$ cat config.mk
export PLATFORM = sky130hd
export DESIGN_NAME = gc_halfgate_engine
export DESIGN_NICKNAME = d
export VERILOG_FILES = /design/src/rtl/gc_halfgate_engine.sv
export SDC_FILE = /design/constraint.sdc
export NUM_CORES = 2
export LEC_CHECK = 0
export ABC_AREA = 0
export CORE_AREA = 3 3 415 417
export DETAILED_ROUTE_END_ITERATION = 6
export DIE_AREA = 0 0 418 420
export GPL_ROUTABILITY_DRIVEN = 0
export PLACE_DENSITY = 0.67
export SLEW_MARGIN = 5
export SYNTH_ARGS = -nofsm -noshare
export SYNTH_HDL_FRONTEND = slang
export SYNTH_SLANG_ARGS = --single-unit
$ cat constraint.sdc
create_clock -name clk -period 3.03 [get_ports clk]
set_input_delay 0.4545 -clock clk [delete_from_list [all_inputs] [get_ports clk]]
set_output_delay 0.4545 -clock clk [all_outputs]
set_load 0.02 [all_outputs]
$ cat src/rtl/gc_halfgate_engine.sv
// Sequential half-gates garbling engine (free-XOR): one gate in flight, with the
// four hash calls of an AND/OR gate time-multiplexed over one external AES core.
module gc_halfgate_engine #(
  parameter int unsigned  S        = 20,
  parameter int unsigned  K        = 128,
  parameter logic [S-1:0] GID_INIT = '0
) (
  input  logic         clk,
  input  logic         rst_n,
  input  logic [K-1:0] R,
  input  logic [S-1:0] cid,
  input  logic         gid_clear,
  input  logic         in_valid,
  output logic         in_ready,
  input  logic [1:0]   gate_type,
  input  logic [K-1:0] in0_label,
  input  logic [K-1:0] in1_label,
  output logic         hash_req_valid,
  input  logic         hash_req_ready,
  output logic [K-1:0] hash_req_data,
  input  logic         hash_rsp_valid,
  input  logic [K-1:0] hash_rsp_data,
  output logic         out_valid,
  input  logic         out_ready,
  output logic [K-1:0] out_label,
  output logic [K-1:0] t0,
  output logic [K-1:0] t1,
  output logic         out_garbled,
  output logic [S-1:0] out_gid
);

  typedef enum logic [2:0] {ST_IDLE, ST_ISSUE, ST_WAIT, ST_COMB, ST_OUT} state_t;

  localparam logic [K-1:0] C_POLY = K'(8'h87);

  function automatic logic [K-1:0] f_dbl(input logic [K-1:0] x);
    return {x[K-2:0], 1'b0} ^ (x[K-1] ? C_POLY : '0);
  endfunction

  // Whitened AES input for hash slot idx: 0:A0 1:A1 2:B0 3:B1, tweak sel = idx[1].
  function automatic logic [K-1:0] f_hash_in(input logic [1:0] idx, input logic [K-1:0] a0,
                                             input logic [K-1:0] b0, input logic [K-1:0] r,
                                             input logic [S-1:0] c, input logic [S-1:0] g);
    logic [K-1:0] x;
    logic [K-1:0] t;
    x          = (idx[1] ? b0 : a0) ^ (idx[0] ? r : '0);
    t          = '0;
    t[0]       = idx[1];
    t[S:1]     = g;
    t[2*S:S+1] = c;
    return f_dbl(x) ^ t;
  endfunction

  state_t       r_state, w_next;
  logic [K-1:0] r_R, r_a0, r_b0;
  logic [S-1:0] r_cid, r_gid;
  logic         r_is_or;
  logic [1:0]   r_req_cnt;
  logic [2:0]   r_rsp_cnt;
  logic [K-1:0] r_h [4];
  logic [K-1:0] r_out_label, r_t0, r_t1;
  logic         r_garbled;

  logic         w_accept, w_req_fire, w_out_fire;
  logic [K-1:0] w_req_in, w_rsp_in, w_free_label;
  logic [K-1:0] w_tg, w_wg, w_te, w_we, w_c0;

  assign in_ready       = (r_state == ST_IDLE);
  assign hash_req_valid = (r_state == ST_ISSUE);
  assign out_valid      = (r_state == ST_OUT);
  assign w_accept       = in_valid && in_ready;
  assign w_req_fire     = hash_req_valid && hash_req_ready;
  assign w_out_fire     = out_valid && out_ready;

  assign w_req_in      = f_hash_in(r_req_cnt, r_a0, r_b0, r_R, r_cid, r_gid);
  assign w_rsp_in      = f_hash_in(r_rsp_cnt[1:0], r_a0, r_b0, r_R, r_cid, r_gid);
  assign hash_req_data = hash_req_valid ? w_req_in : '0;
  assign w_free_label  = gate_type[1] ? (in0_label ^ R) : (in0_label ^ in1_label);

  // OR arrives here already as AND on inverted inputs; only the output needs flipping.
  assign w_tg = r_h[0] ^ r_h[1] ^ (r_b0[0] ? r_R : '0);
  assign w_wg = r_h[0] ^ (r_a0[0] ? w_tg : '0);
  assign w_te = r_h[2] ^ r_h[3] ^ r_a0;
  assign w_we = r_h[2] ^ (r_b0[0] ? (w_te ^ r_a0) : '0);
  assign w_c0 = w_wg ^ w_we ^ (r_is_or ? r_R : '0);

  assign out_label   = r_out_label;
  assign t0          = r_t0;
  assign t1          = r_t1;
  assign out_garbled = r_garbled;
  assign out_gid     = r_gid;

  always_comb begin
    w_next = r_state;
    case (r_state)
      ST_IDLE:  if (w_accept) w_next = gate_type[0] ? ST_ISSUE : ST_OUT;
      ST_ISSUE: if (w_req_fire && (r_req_cnt == 2'd3)) w_next = ST_WAIT;
      ST_WAIT:  if ((r_rsp_cnt == 3'd4) || ((r_rsp_cnt == 3'd3) && hash_rsp_valid))
                  w_next = ST_COMB;
      ST_COMB:  w_next = ST_OUT;
      ST_OUT:   if (w_out_fire) w_next = ST_IDLE;
      default:  w_next = ST_IDLE;
    endcase
  end

  always_ff @(posedge clk or negedge rst_n) begin
    if (!rst_n) begin
      r_state     <= ST_IDLE;
      r_R         <= '0;
      r_a0        <= '0;
      r_b0        <= '0;
      r_cid       <= '0;
      r_gid       <= GID_INIT;
      r_is_or     <= 1'b0;
      r_req_cnt   <= '0;
      r_rsp_cnt   <= '0;
      for (int unsigned i = 0; i < 4; i++) r_h[i] <= '0;
      r_out_label <= '0;
      r_t0        <= '0;
      r_t1        <= '0;
      r_garbled   <= 1'b0;
    end else begin
      r_state <= w_next;
      if ((r_state == ST_IDLE) && gid_clear) r_gid <= GID_INIT;
      else if (w_out_fire && r_garbled)      r_gid <= r_gid + S'(1);
      if (w_req_fire) r_req_cnt <= r_req_cnt + 2'd1;
      if (hash_rsp_valid) begin
        r_h[r_rsp_cnt[1:0]] <= hash_rsp_data ^ w_rsp_in;
        r_rsp_cnt           <= r_rsp_cnt + 3'd1;
      end
      if (w_accept) begin
        r_R       <= R;
        r_cid     <= cid;
        r_is_or   <= (gate_type == 2'b11);
        r_a0      <= in0_label ^ ((gate_type == 2'b11) ? R : '0);
        r_b0      <= in1_label ^ ((gate_type == 2'b11) ? R : '0);
        r_req_cnt <= '0;
        r_rsp_cnt <= '0;
        if (!gate_type[0]) begin
          r_out_label <= w_free_label;
          r_t0        <= '0;
          r_t1        <= '0;
          r_garbled   <= 1'b0;
        end
      end
      if (r_state == ST_COMB) begin
        r_out_label <= w_c0;
        r_t0        <= w_tg;
        r_t1        <= w_te;
        r_garbled   <= 1'b1;
      end
    end
  end

endmodule

==> run metrics <==
CP Class=register to primary output; Pre-antenna DRT Iters=5; DR vias/cell=5.42; Synth Cell Area=0.0746 mm^2; CP Capture Type=primary output; static leakage=41.1 nW; synthesis-stage register bit count=1330; Synth Instances=7808; Worst Max-Slew Pin Slew=1130 ps; synth warn=0; DRT iter0 DRCs=5226; # IOs=1077; Yosys cell types=33; worst hold-check path type=primary input to register; Area contributors post-synth=dfrtp_1, xnor2_1, nand2_1; register area share after synthesis=0.446; CTS tree=yes; Core Region=0.169 mm^2; PnR worst setup slack=-58.7 ps; CP startpoint=r_req_cnt[1]$_DFFE_PN0P_; Power Density=1160 mW/mm^2; Cell Int Power=0.0611 W; initial antenna violation count=34; drt drc=0; switching power=0.0490 W; WL/cell=25.0 um; Initial Utilization=0.441; Layout area overhead=26.8%; H-Tree Depth=4; reg2reg start=r_b0[0]$_DFFE_PN0P_; Routed Antenna Nets=0; hold_sp=cid[13]; layout cell share with drive strength beyond 1=0.0933; Mean Syn Cell Area=9.56 um^2; Core Util, Final=0.559; DR vias=60526; simple-gate share of the synthesized area=0.128; Crit-path slowest cell=dfrtp_4; Final Max Tran Viols=0; skew final=39.2 ps; Clock transition at path regs=60 ps; # setup viols final=18; failing checks=negative setup slack; Commonest cells post-synth=nand2_1, dfrtp_1, xnor2_1; Final Hold Viols=0; total of max-cap violations=0; Clock Tree Buf Depth=3; gr usage total=0.309; syn_nets=8356; switching power share of the total=0.445; crit-path max cell delay=510 ps; Max VDD drop=0.809 mV; total chip power=0.110 W; Synth top area share=0.446; fmax=324 MHz; number of CTS-inserted buffers=155; port bufs=1076; largest family of logic cells by synthesized area=XOR/XNOR gates; first-pass GRT wire length=406000 um; predominant post-synthesis flop cell=dfrtp_1; Root Buffer=clkbuf_16; Comb pwr share=0.522; vias in the first global route=60817; DIE HEIGHT=420 um; CTS sink cnt=1330; EDFF count, synth=0; startpoint types=register; Rel. slew slack=0.245; worst skew pair latency=800 ps; Seq pwr share=0.308; worst-path cell chain=buf_12 -> buf_12 -> buf_16 -> buf_6 -> buf_4 -> mux2i_2 -> xnor2_2 -> nor2_1 -> buf_4; RSZ-0062 raised after global routing=true; Post-Synth XOR/XNOR Area=0.208; WP data arrival=2630 ps; crit-path max FO=6; Req. time, crit path=2580 ps; GRT overflow=0; Routed WL=280000 um; nets@finish=9355; HPWL Detailed=198000 um; clock share of power=0.170; Synth Area in Adders=0.00117; die width=418 um; die area=0.176 mm^2; top-count cell post-synth=nand2_1; Synth area leader=dfrtp_1; # rows=151; fin crit share=1.02; min Tclk post-route=3090 ps; Async S/R FF share, synth=1.00; Compound-Gate Fraction of Synth Area=0.0612; status=finished, violations left; largest net degree at the start of global routing=211; mux contribution to synthesized area=0.127
## sequential cells by signal, indices dropped and copies added, names as in the netlist
name         flops
t0             128
r_state          3
r_cid           20
r_rsp_cnt        3
r_a0           128
r_R            128
t1             128
out_garbled      1
r_h            512
r_b0           128
out_gid         20
r_req_cnt        2
out_label      128
r_is_or          1
## final timing paths
| path | to | slack, ps | cells after the start |
|---|---|---|---|
| worst max-delay path | hash_req_data[117] | -60 | 9 |
| worst min-delay path | r_cid[13]$_DFFE_PN0P_ | 190 | 3 |
| worst max register to register | out_label[91]$_DFFE_PN0P_ | 610 | 6 |
| worst min register to register | r_h[367]$_DFFE_PN0P_ | 490 | 2 |
| max in group asynchronous | r_b0[75]$_DFFE_PN0P_ | 1540 | 3 |
| min in group asynchronous | out_label[53]$_DFFE_PN0P_ | 270 | 2 |
## power groups by stage
stage	logic [W]	clock network (W)	registers (W)
2_1_floorplan	0.0361	0	0.0322
3_3_place_gp	0.0550	0	0.0335
3_5_place_dp	0.0558	0	0.0337
4_1_cts	0.0568	0.0189	0.0336
5_1_grt	0.0619	0.0197	0.0346
6_report	0.0575	0.0187	0.0339
## cells in the final DEF, fill, tap and decap left out, types with 128 or more instances in the layout
master / instances
clkdlybuf4s50_1: 944
dfrtp_1: 1322
o22ai_1: 128
o21ai_0: 745
nand2_1: 2096
xor2_1: 820
clkbuf_16: 164
mux2_2: 153
nor2_1: 148
nand2b_1: 129
buf_4: 157
xnor2_1: 928
mux2i_1: 710
## kinds of logic after synthesis
group                    count (synthesis)
buffers and inverters                  476
AO/OA/AOI/OAI                          879
AND/OR/NAND/NOR                       2419
multiplexers                           924
XOR/XNOR                              1773
flip-flops                            1330
adder cells (fa/ha/maj)                  7
## metrics by stage
stage / TNS [ps] / setup WS, ps / std cells / instance area [um^2] / hold slack [ps]
finish: -349 / -58.7 / 11174 / 94600 / 189
floorplan: 0 / 452 / 7808 / 74600 / 159
global route: -3630 / -154 / 11174 / 94600 / 178
detailed placement: 0 / 297 / 10820 / 88500 / 442
global placement: 0 / 312 / 10820 / 88500 / 442
CTS: -1760 / -132 / 11134 / 94100 / 141
## layer usage
layer,vias up,GRT usage,part of all wire
met5,-,0,0.000082
met4,4,0.198,0.070
met2,2326,0.499,0.47
met3,693,0.0522,0.059
li1,27380,-,-
met1,30123,0.385,0.40
## repair_timing
action,4_1_cts,5_1_grt
hold endpoints to repair,59,0
hold buffers,1,0
pin swaps,14,36
setup buffers,31,8
endpoints found under the setup margin,130,97
resized for setup,419,169
cloned,5,4
## critical path: cells and delay by family (launching register included)
kind / cells / cell delay [ps]
flip-flops: 1 / 510
XOR/XNOR: 1 / 230
buffers and inverters: 6 / 910
AND/OR/NAND/NOR: 1 / 70
multiplexers: 1 / 150
## cell type report
type / count / area [um^2]
well taps: 2218 / 2780
inverters: 6 / 22.5
flip-flops and latches: 1330 / 33300
fillers: 14741 / 74500
clock inverters: 43 / 458
clock buffers: 234 / 4580
repair buffers: 1312 / 13600
multi-input cells: 6002 / 39800
diodes: 29 / 72.6
Power figures use the tool's default switching activity.
